$ cat src/rtl/rv32im_ifu_pkg.sv
// Shared constants and state encoding for the rv32im instruction fetch unit.
package rv32im_ifu_pkg;

  localparam int          API_ADDR_WIDTH = 32;
  localparam int          API_DATA_WIDTH = 32;
  localparam logic [31:0] API_RESET_PC   = 32'h0000_0000;
  localparam logic [31:0] RV_NOP         = 32'h0000_0013;

  typedef enum logic [1:0] {
    IFU_ST_IDLE = 2'd0,
    IFU_ST_WAIT = 2'd1,
    IFU_ST_DROP = 2'd2
  } ifu_state_e;

endpackage

$ cat src/rtl/rv32im_ifu_fifo.sv
// Prefetch FIFO of {pc, instr} pairs; flush wins over push, pop of empty is ignored.
module rv32im_ifu_fifo #(
  parameter int ADDR_W = 32,
  parameter int DATA_W = 32,
  parameter int DEPTH  = 2
) (
  input  logic                     clk_i,
  input  logic                     rst_i,
  input  logic                     push_i,
  input  logic [ADDR_W-1:0]        push_pc_i,
  input  logic [DATA_W-1:0]        push_instr_i,
  input  logic                     pop_i,
  input  logic                     flush_i,
  output logic [ADDR_W-1:0]        head_pc_o,
  output logic [DATA_W-1:0]        head_instr_o,
  output logic [$clog2(DEPTH):0]   count_o,
  output logic                     empty_o,
  output logic                     full_o
);

  localparam int PTR_W = $clog2(DEPTH);
  localparam int CNT_W = PTR_W + 1;

  logic [ADDR_W-1:0] pc_mem    [DEPTH];
  logic [DATA_W-1:0] instr_mem [DEPTH];
  logic [PTR_W-1:0]  wr_ptr_q, rd_ptr_q;
  logic [CNT_W-1:0]  count_q;
  logic              do_push, do_pop;

  assign empty_o      = (count_q == '0);
  assign full_o       = (count_q == CNT_W'(DEPTH));
  assign count_o      = count_q;
  assign head_pc_o    = pc_mem[rd_ptr_q];
  assign head_instr_o = instr_mem[rd_ptr_q];

  assign do_pop  = pop_i && !empty_o;
  assign do_push = push_i && (!full_o || do_pop);

  // NOTE: sequential state uses non-blocking assignments so every register samples pre-edge values.
  always_ff @(posedge clk_i) begin
    if (rst_i || flush_i) begin
      wr_ptr_q <= '0;
      rd_ptr_q <= '0;
      count_q  <= '0;
    end else begin
      if (do_push) wr_ptr_q <= wr_ptr_q + PTR_W'(1);
      if (do_pop)  rd_ptr_q <= rd_ptr_q + PTR_W'(1);
      count_q <= count_q + CNT_W'(do_push) - CNT_W'(do_pop);
    end
  end

  // NOTE: storage is not reset; occupancy lives in the pointers/count, so stale words are never visible.
  always_ff @(posedge clk_i) begin
    if (do_push) begin
      pc_mem[wr_ptr_q]    <= push_pc_i;
      instr_mem[wr_ptr_q] <= push_instr_i;
    end
  end

endmodule

$ cat src/rtl/rv32im_ifu.sv
// Instruction fetch unit: owns the fetch PC, keeps at most one imem fetch in flight,
// buffers responses for decode and squashes wrong-path fetches on redirect.
module rv32im_ifu
  import rv32im_ifu_pkg::*;
#(
  parameter int                ADDR_W     = API_ADDR_WIDTH,
  parameter int                DATA_W     = API_DATA_WIDTH,
  parameter logic [ADDR_W-1:0] RESET_PC   = ADDR_W'(API_RESET_PC),
  parameter int                FIFO_DEPTH = 2
) (
  input  logic              clk_i,
  input  logic              rst_i,
  input  logic              redirect_i,
  input  logic [ADDR_W-1:0] redirect_pc_i,
  output logic              imem_req_o,
  output logic [ADDR_W-1:0] imem_addr_o,
  input  logic              imem_gnt_i,
  input  logic              imem_rvalid_i,
  input  logic [DATA_W-1:0] imem_rdata_i,
  output logic              instr_valid_o,
  output logic [DATA_W-1:0] instr_o,
  output logic [ADDR_W-1:0] instr_pc_o,
  input  logic              instr_ready_i,
  output logic              misaligned_o
);

  localparam int CNT_W = $clog2(FIFO_DEPTH) + 1;

  ifu_state_e        state_q, state_d;
  logic [ADDR_W-1:0] fetch_pc_q, fetch_pc_d;
  logic [ADDR_W-1:0] req_pc_q, req_pc_d;
  logic              misaligned_q, misaligned_d;

  logic [CNT_W-1:0]  fifo_count;
  logic              fifo_empty, fifo_full;
  logic [ADDR_W-1:0] head_pc;
  logic [DATA_W-1:0] head_instr;

  logic [CNT_W:0]    slots_used;
  logic              in_flight, space, pop, push, grant;

  rv32im_ifu_fifo #(
    .ADDR_W (ADDR_W),
    .DATA_W (DATA_W),
    .DEPTH  (FIFO_DEPTH)
  ) u_fifo (
    .clk_i        (clk_i),
    .rst_i        (rst_i),
    .push_i       (push),
    .push_pc_i    (req_pc_q),
    .push_instr_i (imem_rdata_i),
    .pop_i        (pop),
    .flush_i      (redirect_i),
    .head_pc_o    (head_pc),
    .head_instr_o (head_instr),
    .count_o      (fifo_count),
    .empty_o      (fifo_empty),
    .full_o       (fifo_full)
  );

  assign instr_valid_o = !fifo_empty;
  assign instr_o       = fifo_empty ? DATA_W'(RV_NOP) : head_instr;
  assign instr_pc_o    = fifo_empty ? '0 : head_pc;
  assign imem_addr_o   = fetch_pc_q;
  assign misaligned_o  = misaligned_q;

  // NOTE: every always_comb output gets a default first so no path can infer a latch.
  always_comb begin
    state_d      = state_q;
    fetch_pc_d   = fetch_pc_q;
    req_pc_d     = req_pc_q;
    misaligned_d = misaligned_q;

    pop       = instr_valid_o && instr_ready_i && !redirect_i;
    in_flight = (state_q == IFU_ST_WAIT);
    push      = in_flight && imem_rvalid_i && !redirect_i;

    // The in-flight response keeps its reserved slot; an entry leaving this cycle
    // frees one, which is what sustains one fetch per cycle into a shallow buffer.
    slots_used = (CNT_W+1)'(fifo_count) + (CNT_W+1)'(in_flight) - (CNT_W+1)'(pop);
    space      = (!fifo_full || pop) && (slots_used < (CNT_W+1)'(FIFO_DEPTH));

    imem_req_o = !rst_i && !redirect_i && !misaligned_q && space &&
                 ((state_q == IFU_ST_IDLE) || (in_flight && imem_rvalid_i));
    grant      = imem_req_o && imem_gnt_i;

    case (state_q)
      IFU_ST_IDLE: if (grant) state_d = IFU_ST_WAIT;
      IFU_ST_WAIT: begin
        if (imem_rvalid_i)   state_d = grant ? IFU_ST_WAIT : IFU_ST_IDLE;
        else if (redirect_i) state_d = IFU_ST_DROP;
      end
      IFU_ST_DROP: if (imem_rvalid_i) state_d = IFU_ST_IDLE;
      default:     state_d = IFU_ST_IDLE;
    endcase

    if (grant) begin
      req_pc_d   = fetch_pc_q;
      fetch_pc_d = fetch_pc_q + ADDR_W'(4);
    end

    if (redirect_i) begin
      fetch_pc_d   = {redirect_pc_i[ADDR_W-1:2], 2'b00};
      misaligned_d = |redirect_pc_i[1:0];
    end
  end

  always_ff @(posedge clk_i) begin
    if (rst_i) begin
      state_q      <= IFU_ST_IDLE;
      fetch_pc_q   <= RESET_PC;
      req_pc_q     <= RESET_PC;
      misaligned_q <= 1'b0;
    end else begin
      state_q      <= state_d;
      fetch_pc_q   <= fetch_pc_d;
      req_pc_q     <= req_pc_d;
      misaligned_q <= misaligned_d;
    end
  end

endmodule
$ cat config.mk
export PLATFORM = sky130hd
export DESIGN_NAME = rv32im_ifu
export DESIGN_NICKNAME = d
export VERILOG_FILES = /design/src/rtl/rv32im_ifu_pkg.sv /design/src/rtl/rv32im_ifu_fifo.sv /design/src/rtl/rv32im_ifu.sv
export SDC_FILE = /design/constraint.sdc
export NUM_CORES = 1
export LEC_CHECK = 0
export ABC_AREA = 0
export CELL_PAD_IN_SITES_DETAIL_PLACEMENT = 1
export CELL_PAD_IN_SITES_GLOBAL_PLACEMENT = 2
export CORE_ASPECT_RATIO = 1.75
export CORE_UTILIZATION = 33
export DETAILED_ROUTE_END_ITERATION = 16
export PLACE_DENSITY_LB_ADDON = 0.1
export SKIP_LAST_GASP = 1
export SYNTH_ARGS = -nofsm -noshare
export SYNTH_HDL_FRONTEND = slang
export SYNTH_SLANG_ARGS = --single-unit
export TNS_END_PERCENT = 5
$ cat constraint.sdc
create_clock -name clk_i -period 5.55 [get_ports clk_i]
set_input_delay 0.555 -clock clk_i [delete_from_list [all_inputs] [get_ports clk_i]]
set_output_delay 0.555 -clock clk_i [all_outputs]
set_load 0.05 [all_outputs]
After elaboration in Yosys (flattened, before gate mapping)
Memory sizes are Yosys's and may differ from the RTL's. A register that Yosys moved wholly into a read port is not among the register bits.
Cells that the tools add are included.

storage, ports and cells
  RAM bits = 128
  memories = 2
  logic and storage cells = 67
  register bits = 71
  bits of input ports = 70
  memory bits (read-only) = 0
  output and inout bits = 99
  latch bits = 0

memory list
  name              words  width  rd ports  clocked after memory_dff  wr ports  line                   source
  u_fifo.instr_mem  2      32     1         1                         1         rv32im_ifu_fifo.sv:25  logic [DATA_W-1:0] instr_mem [DEPTH];
  u_fifo.pc_mem     2      32     1         1                         1         rv32im_ifu_fifo.sv:24  logic [ADDR_W-1:0] pc_mem [DEPTH];

cells by class
  mux-type cells = 16
  equality and inequality tests = 6
  reductions and logical operators = 27
  $lt $le $gt $ge = 1
  shift-type cells = 0
  divide/modulo/power cells = 0
  $mul = 0
  bitwise logic cells = 0
  add/sub/neg operators = 7

operator list
  cell                                                         count
  two-way mux 32 bit                                           4
  adder 32 x 3 -> 32 bit (second input constant)               1
  logical AND 1 bit                                            12
  two-way mux 2 bit                                            4
  two-way mux 1 bit                                            7
  one-hot mux 2 bit (3 select lines)                           1
  logical NOT 1 bit                                            5
  equality test 2 bit (second input constant)                  2
  logical NOT 2 bit                                            2
  logical OR 1 bit                                             4
  != test 2 bit (second input constant)                        2
  OR reduction 2 bit                                           2
  adder 2 x 1 -> 3 bit                                         1
  less-than comparator 3 x 2 -> 1 bit (second input constant)  1
  != test 3 bit (second input constant)                        1
  AND reduction 3 bit                                          1
  subtractor 3 x 1 -> 3 bit                                    1
  adder 1 bit (second input constant)                          2
  adder 2 x 1 -> 2 bit                                         1
  equality test 2 x 1 -> 1 bit (second input constant)         1
  nonzero test 2 bit                                           1
  subtractor 2 x 1 -> 2 bit                                    1

Logic depth before layout (Yosys ltp)
Gate-level depths: netlist (run 1).

  word-level depth = 13
  mapped depth = 15
  depth with buffers taken out = 13

By module
A second synthesis (run 1) with hierarchy kept.

second synthesis, totals
  cell total of the unflattened synthesis = 695
  area total of the unflattened synthesis = 8344.3 um^2

modules (own cells, without submodules)
  module           area an instance (um^2)  cells an instance  instances  seq. area each (um^2)
  rv32im_ifu_fifo  4858.4                   232                1          3943.8
  rv32im_ifu       3485.8                   463                1          1261.2

Worst setup path after synthesis (run 1)
Ideal clock, no wire load.

  path kind = in2out
  start point = in redirect_i
  end point = out imem_req_o
  setup slack = 1079 ps
  data arrival time = 3916 ps
  required time = 4995 ps
  stages on the path = 9
  path buffers = 2
  path through = clkbuf_1 -> buf_1 -> nor2_1 -> ha_1 -> nand2b_1 -> fa_1 -> xnor2_1 -> and4b_1 -> nor4b_1

on the way
  cells in the longest elaborated chain, start to end = 7
  elaborated cells on any way between the ends = 10
  classes of those cells = add/sub (1); order compare (1); reduce/logical (8)

RTL lines
  item                                 line                                source
  from (decl)                          rv32im_ifu.sv:13                    input logic redirect_i,
  logical NOT 1 bit *                  rv32im_ifu.sv:74, rv32im_ifu.sv:83
  logical AND 1 bit                    rv32im_ifu.sv:74                    pop = instr_valid_o && instr_ready_i && !redirect_i;
  subtractor 3 x 1 -> 3 bit            rv32im_ifu.sv:80                    slots_used = (CNT_W+1)'(fifo_count) + (CNT_W+1)'(in_flight) - (CNT_W+1)'(pop);
  less-than comparator 3 x 2 -> 1 bit  rv32im_ifu.sv:81                    space = (!fifo_full || pop) && (slots_used < (CNT_W+1)'(FIFO_DEPTH));
  logical AND 1 bit                    rv32im_ifu.sv:81
  logical AND 1 bit * (2 in a row)     rv32im_ifu.sv:83                    imem_req_o = !rst_i && !redirect_i && !misaligned_q && space &&
  to (decl)                            rv32im_ifu.sv:15                    output logic imem_req_o,

Mark *: on every way between the ends. The rest lies on a longest branch, timed or not.

Worst setup path in the final report (run 1)
  start point = reg u_fifo.count_q[1], in the netlist u_fifo.count_o[1]
  end point = out imem_req_o

on the way
  cells in the longest elaborated chain, start to end = 9
  elaborated cells on any way between the ends = 13
  classes of those cells = add/sub (2); order compare (1); eq/ne (1); reduce/logical (9)

RTL lines
  item                                 line                   source
  from (decl)                          rv32im_ifu_fifo.sv:27  logic [CNT_W-1:0] count_q;
  from (signal assigned)               rv32im_ifu_fifo.sv:48  count_q <= count_q + CNT_W'(do_push) - CNT_W'(do_pop);
  logical NOT 2 bit                    rv32im_ifu_fifo.sv:30  assign empty_o = (count_q == '0);
  logical NOT 1 bit                    rv32im_ifu.sv:61       assign instr_valid_o = !fifo_empty;
  logical AND 1 bit (2 in a row)       rv32im_ifu.sv:74
  subtractor 3 x 1 -> 3 bit            rv32im_ifu.sv:80
  less-than comparator 3 x 2 -> 1 bit  rv32im_ifu.sv:81
  logical AND 1 bit *                  rv32im_ifu.sv:81
  logical AND 1 bit * (2 in a row)     rv32im_ifu.sv:83

Marked as above.

==> run metrics, run 1 <==
num ports=169; worst-path maximum fanout=6; global route overflow=0; fillcell total=2555; crit path launch type=register; Total GRT Usage=0.175; f_max=228 MHz; Main synth FF type=edfxtp_1; Yosys top cell by area=edfxtp_1; top-count cell post-synth=edfxtp_1; EDFF count, synth=124; Die W=about 120 um; Syn-to-layout area delta=31.8%; Hold Vio Cnt, Final=0; Tmin final=4.39 ns; drt initial violations=269; Crit Path Category=reg -> out; Max-slew headroom=0.250; crit path from=u_fifo.count_o[1]; reg2reg start=u_fifo.count_o[1]; H-tree Lvls=4; clock slew at reported path FFs=approximately 0.07 ns; Routed Antenna Nets=0; nets@finish=around 900; clk_lat worst skew=0.43 ns; non-filler instance count after layout=about 1100; Slew Limit Fails=0; Port-buffer cells=~160; Seq cells post-synth=192; GPL Wtd Cong=0.771; Resized cells post-CTS=0; clock sink count=192; full die area=about 24000 um^2; top post-synthesis cells by area=edfxtp_1 (47%), dfxtp_1 (17%), mux2i_1 (7.9%); drt total wl=20.7 mm; Hold WS=0.456 ns; global-route wire length before repair=about 33 mm; reg-to-reg endpoint=imem_addr_o[15]; Tcrit/Tclk final=0.791; number of global-route vias before repair=6001; Static Leakage=0.00323 uW; top cell type's share of synthesized area=0.474; warnings from Yosys=0; Placed Cells=1112; Vias=5656; setup_tns=0 ns; hold crit path type=reg -> reg; clock root buffer master=clkbuf_16; Via density=4.94; synthesized instance count=approximately 680; Synth async-reset ratio=0; clk buf depth=2; share of cells above drive strength 1=0.0631; post-DP HPWL=14.3 mm; Pre-antenna DRT Iters=4; R2R setup slack=1.81 ns; PwrDens=290 nW/um^2; peak supply drop=0.168 mV; count of final setup violators=0; Mapped Area=slightly below 8000 um^2; Reg2Reg Depth=13; CP endpoint kind=output port; largest net degree at the start of global routing=70; antenna violations before repair=0; core outline area=23300 um^2; CTS tree=built; number of max-cap violations=0; RSZ-0062 raised after global routing=false; drt drc=0; Post-CTS Setup Bufs=0; Arr. time, crit path=about 3.8 ns; Critical Path Sink=imem_req_o; Yosys cell types=52; Worst-Margin Slew=1.13 ns; Rows=74; CTS Hold Buffers Added=0; WL per Instance=18.1 um; starting density of the core=0.337; die height=206 um; end-of-flow core utilization=0.444; Seq/Total Area, Yosys=0.648; Syn Area/Cell=11.6 um^2; antenna fix cells=0; Register Area=5090 um^2; status=finished, final reports clean; required time worst endpoint=~5.0 ns; Num CTS Buffers=17; synth cell count leaders=edfxtp_1 (124), nand2_1 (92), nor2_1 (89), dfxtp_1 (68), mux2i_1 (62); Worst Skew=0.0114 ns; Multi-input gate area=between 2000 and 3000 um^2
cells by family after synthesis:
logic type / count (synthesis) / synth area share
simple gates: 245 / 0.139
fa+ha+maj: 5 / 0.00892
other cells: 1 / 0.000478
compound gates: 103 / 0.0781
mux: 62 / 0.0790
buf+inv: 56 / 0.0333
xor+xnor: 12 / 0.0134
flops: 192 / 0.648
where the power goes:
group | switching, uW | internal (uW) | leakage [uW]
combinational | 129 | 90.9 | 0.00133
sequential | 30.0 | 1530 | 0.00162
clock | 550 | 666 | 0.000284
critical path: stages, from the launching register on:
cell and delay [ns]:
dfxtp_1 0.53, nor2_4 0.05, inv_1 0.15, nand2_1 0.13, nor2_1 0.14, ha_1 0.25, nand2b_1 0.16, fa_1 0.38
xnor2_1 0.13, and4b_1 0.26, nor4b_1 0.32, clkdlybuf4s50_1 0.91
per-layer routing:
layer | vias up | track usage | share of wire
met5 | - | 0 | 0
met4 | 0 | 0.0574 | 0.014
met3 | 21 | 0.0356 | 0.038
met2 | 154 | 0.325 | 0.54
met1 | 2766 | 0.199 | 0.41
li1 | 2715 | - | -
flip-flops by register name, indices dropped and copies added, names as in the netlist, named ones only:
register / cells
req_pc_q: 30
u_fifo.count_o: 2
misaligned_o: 1
u_fifo.wr_ptr_q: 1
state_q: 2
imem_addr_o: 30
u_fifo.rd_ptr_q: 1
u_fifo.pc_mem: 60
u_fifo.instr_mem: 64
placed cells by master (no fill, tap or decap), types with 4 or more instances in the layout:
cell type,count
clkbuf_16,18
nand4_1,5
or3_1,4
buf_4,9
ha_1,4
inv_1,12
a211oi_1,7
nor2_4,4
conb_1,4
nand2_1,91
nand3_1,13
dfxtp_1,67
mux2i_1,62
xnor2_1,9
a2bb2oi_1,4
a21oi_1,50
nor3_1,13
clkdlybuf4s50_1,163
edfxtp_1,124
inv_6,4
a31oi_1,12
nor2_1,86
o21ai_0,15
area by class of cell:
cell class                      count  share of cell area
Inverter                           12             0.00435
Tap cell                          304              0.0367
Timing Repair Buffer              173               0.165
Clock buffer                       19              0.0448
Clock inverter                     13              0.0122
Sequential cell                   192               0.492
Multi-Input combinational cell    431               0.246
worst min-delay path by stage:
stage,to,cells past startpoint,startpoint
2_1_floorplan,u_fifo.pc_mem[0][10],0,req_pc_q[10]
3_3_place_gp,u_fifo.pc_mem[1][18],0,req_pc_q[18]
3_5_place_dp,u_fifo.pc_mem[1][23],0,req_pc_q[23]
4_1_cts,u_fifo.pc_mem[1][23],0,req_pc_q[23]
5_1_grt,u_fifo.pc_mem[0][24],0,req_pc_q[24]
6_report,u_fifo.pc_mem[1][23],0,req_pc_q[23]
metrics by stage:
stage          total power [uW]  cell area (um^2)  worst slack [ns]
2_1_floorplan              1710              7860              1.08
3_3_place_gp               1810              9760              1.29
3_5_place_dp               1820              9760              1.23
4_1_cts                    3030             10400              1.05
5_1_grt                    3100             10400             0.859
6_report                   3000             10400              1.16
No activity file was read; power rests on OpenSTA's default activity.
==> inputs of run 2 (changes only) <==
CORE_UTILIZATION = 30   (was 33)
clock period = 3.5 ns   (was 5.55 ns; I/O delays follow)
==> run 2 against run 1 <==
Against the previous run: final cell count rose by 3.0%; global-route usage fell by 1.1 points; critical path type unchanged; critical endpoint unchanged; count of clock-buffer cells in the layout rose by 5; first-iteration DRC count fell by 22%; worst setup slack got worse by 0.94 ns; core utilization fell by 3.4 points; sequential power rose by 59%; non-clock buffer count rose by 18; via count rose by 0.67%; final area rose by 2.3%; routed wire length rose by 3.6%.
==> run metrics, run 2 (same netlist as run 1, synthesis figures left out) <==
Max-slew headroom=0.463 (+0.213); Pre-antenna DRT Iters=4 (unchanged); Total GRT Usage=0.165 (-0.0106); Hold WS=0.456 ns (+0.000506 ns); nets@finish=920 (+2.0%); R2R setup slack=0.23 ns (-1.58 ns); largest net degree at the start of global routing=70 (unchanged); antenna violations before repair=0 (unchanged); Static Leakage=0.00334 uW (+3.5%); RSZ-0062 raised after global routing=false; f_max=305 MHz; PwrDens=455 nW/um^2 (+57%); Hold EP=u_fifo.pc_mem[0][5]; Worst Skew=0.00958 ns (-0.00181 ns); Via density=4.83 (-2.2%); Reg2Reg Depth=13 (unchanged); share of cells above drive strength 1=0.0816 (+0.0185); clock root buffer master=clkbuf_16; Syn-to-layout area delta=34.8%; end-of-flow core utilization=0.409 (-0.0343); Hold Vio Cnt, Final=0 (unchanged); Tmin final=3.28 ns; Vias=5694 (+0.67%); Critical Path Max Stage Delay=0.40 ns (-0.51 ns); reg-to-reg endpoint=imem_addr_o[22]; worst-path maximum fanout=5 (-1); drt drc=0 (unchanged); Die W=124 um (+4.8%); drt total wl=21.5 mm (+3.6%); status=finished, final reports clean; Arr. time, crit path=2.93 ns (-0.90 ns); Routed Antenna Nets=0 (unchanged); full die area=26900 um^2 (+9.9%); cell breakdown of the critical path=nor2_4 > inv_1 > nand2_1 > nor2_1 > ha_1 > nand2b_1 > fa_1 > xnor2_1 > and4b_1 > nor4b_2 > buf_12; Rows=78 (+5.4%); antenna fix cells=0 (unchanged); hold crit path type=reg -> reg; Crit Path Category=reg -> out; global route overflow=0 (unchanged); Slew Limit Fails=0 (unchanged); WL per Instance=18.2 um (+0.63%); GPL Wtd Cong=0.768 (-0.43%); Largest Register=u_fifo.instr_mem; Crit-path slowest cell=fa_1; Num CTS Buffers=17 (unchanged); clk buf depth=2 (unchanged); die height=216 um (+4.8%); core outline area=25900 um^2 (+11%); post-DP HPWL=15.2 mm (+6.2%); H-tree Lvls=4 (unchanged); peak supply drop=0.346 mV (+110%); fillcell total=2788 (+9.1%); reg2reg start=u_fifo.count_o[0]; min-delay src=req_pc_q[5]; setup_tns=0 ns (unchanged); drt initial violations=209 (-22%); Pwr Total=4820 uW (+61%); most frequent cells in the layout=clkdlybuf4s50_1 (162), edfxtp_1 (124), nand2_1 (91), nor2_1 (86), dfxtp_1 (67); final worst slack=0.219 ns (-0.943 ns); Hold Crit Depth=0 (unchanged); num ports=169 (unchanged); most common cell after layout, fill and taps aside=clkdlybuf4s50_1; clock slew at reported path FFs=0.07 ns (about the same); number of global-route vias before repair=6158 (+2.6%); Worst-Margin Slew=0.806 ns (-0.319 ns); number of max-cap violations=0 (unchanged); pre-CTS WS=-0.228 ns (-1.46 ns); CP endpoint kind=output port; starting density of the core=0.304 (-0.0329); crit path launch type=register; required time worst endpoint=3.15 ns (-1.84 ns); count of final setup violators=0 (unchanged); global-route wire length before repair=33.8 mm (+3.5%); CTS tree=built; Top Registers=u_fifo.instr_mem (64), u_fifo.pc_mem (60); Port-buffer cells=164 (unchanged); Tcrit/Tclk final=0.937; clk_lat worst skew=0.43 ns (about the same); max reg flops=64 (unchanged); clock sink count=192 (unchanged)
[run 2: worst max path at each step]
| stage | start | depth (start not counted) | end | slack [ns] |
|---|---|---|---|---|
| 2_1_floorplan | redirect_i | 4 | u_fifo.instr_mem[0][0] | -0.56 |
| 3_3_place_gp | instr_ready_i | 12 | imem_addr_o[22] | -0.12 |
| 5_1_grt | u_fifo.count_o[0] | 13 | imem_addr_o[22] | 0.02 |
| 6_report | u_fifo.count_o[0] | 11 | imem_req_o | 0.22 |
| 4_1_cts | u_fifo.count_o[0] | 11 | imem_req_o | 0.13 |
| 3_5_place_dp | instr_ready_i | 12 | imem_addr_o[22] | -0.23 |
[run 2: what timing repair did]
| action | in CTS | in global routing |
|---|---|---|
| hold buffers | 0 | 0 |
| endpoints found under the hold margin | 0 | 0 |
| endpoints found under the setup margin | 1 | 0 |
| resized for setup | 1 | 0 |
| buffers inserted | 0 | 0 |
[run 2: per-stage QoR]
| step | std cells | cell area [um^2] |
|---|---|---|
| finish | 1178 | 10600 |
| global placement | 1146 | 9980 |
| global route | 1178 | 10600 |
| CTS | 1178 | 10600 |
| floorplan | 679 | 7870 |
| detailed placement | 1146 | 9980 |
[run 2: routing by layer]
| layer | vias to the layer above | track usage | wire (um) |
|---|---|---|---|
| met5 | - | 0 | 0 |
| met2 | 140 | 0.310 | 11800 |
| li1 | 2746 | - | - |
| met1 | 2779 | 0.172 | 8410 |
| met3 | 29 | 0.0372 | 763 |
| met4 | 0 | 0.0707 | 501 |
[run 2: report_power, final]
| part | total (uW) | leakage, uW | internal (uW) | switching [uW] |
|---|---|---|---|---|
| Sequential | 2480 | 0.00162 | 2430 | 47.6 |
| Clock | 1980 | 0.000287 | 1160 | 825 |
| Combinational | 363 | 0.00144 | 154 | 209 |
| Total | 4820 | 0.00334 | 3740 | 1080 |
[run 2: worst max-delay path, delay by kind of cell (launching register included)]
| kind | cells | cell delay, ns |
|---|---|---|
| and+or+nand+nor | 6 | 1.00 |
| adders and majority gates | 2 | 0.63 |
| xor gates and xnor gates | 1 | 0.14 |
| DFF | 1 | 0.38 |
| buffers and inverters | 2 | 0.34 |
[run 2: layout make-up]
cell class / instances / area [um^2] / share of cell area
Sequential cell: 192 / 5090 / 0.481
Inverter: 12 / 45.0 / 0.00425
Multi-Input combinational cell: 431 / 2550 / 0.241
Tap cell: 320 / 400 / 0.0378
Clock inverter: 8 / 98.8 / 0.00934
Clock buffer: 24 / 504 / 0.0476
Timing Repair Buffer: 191 / 1900 / 0.179
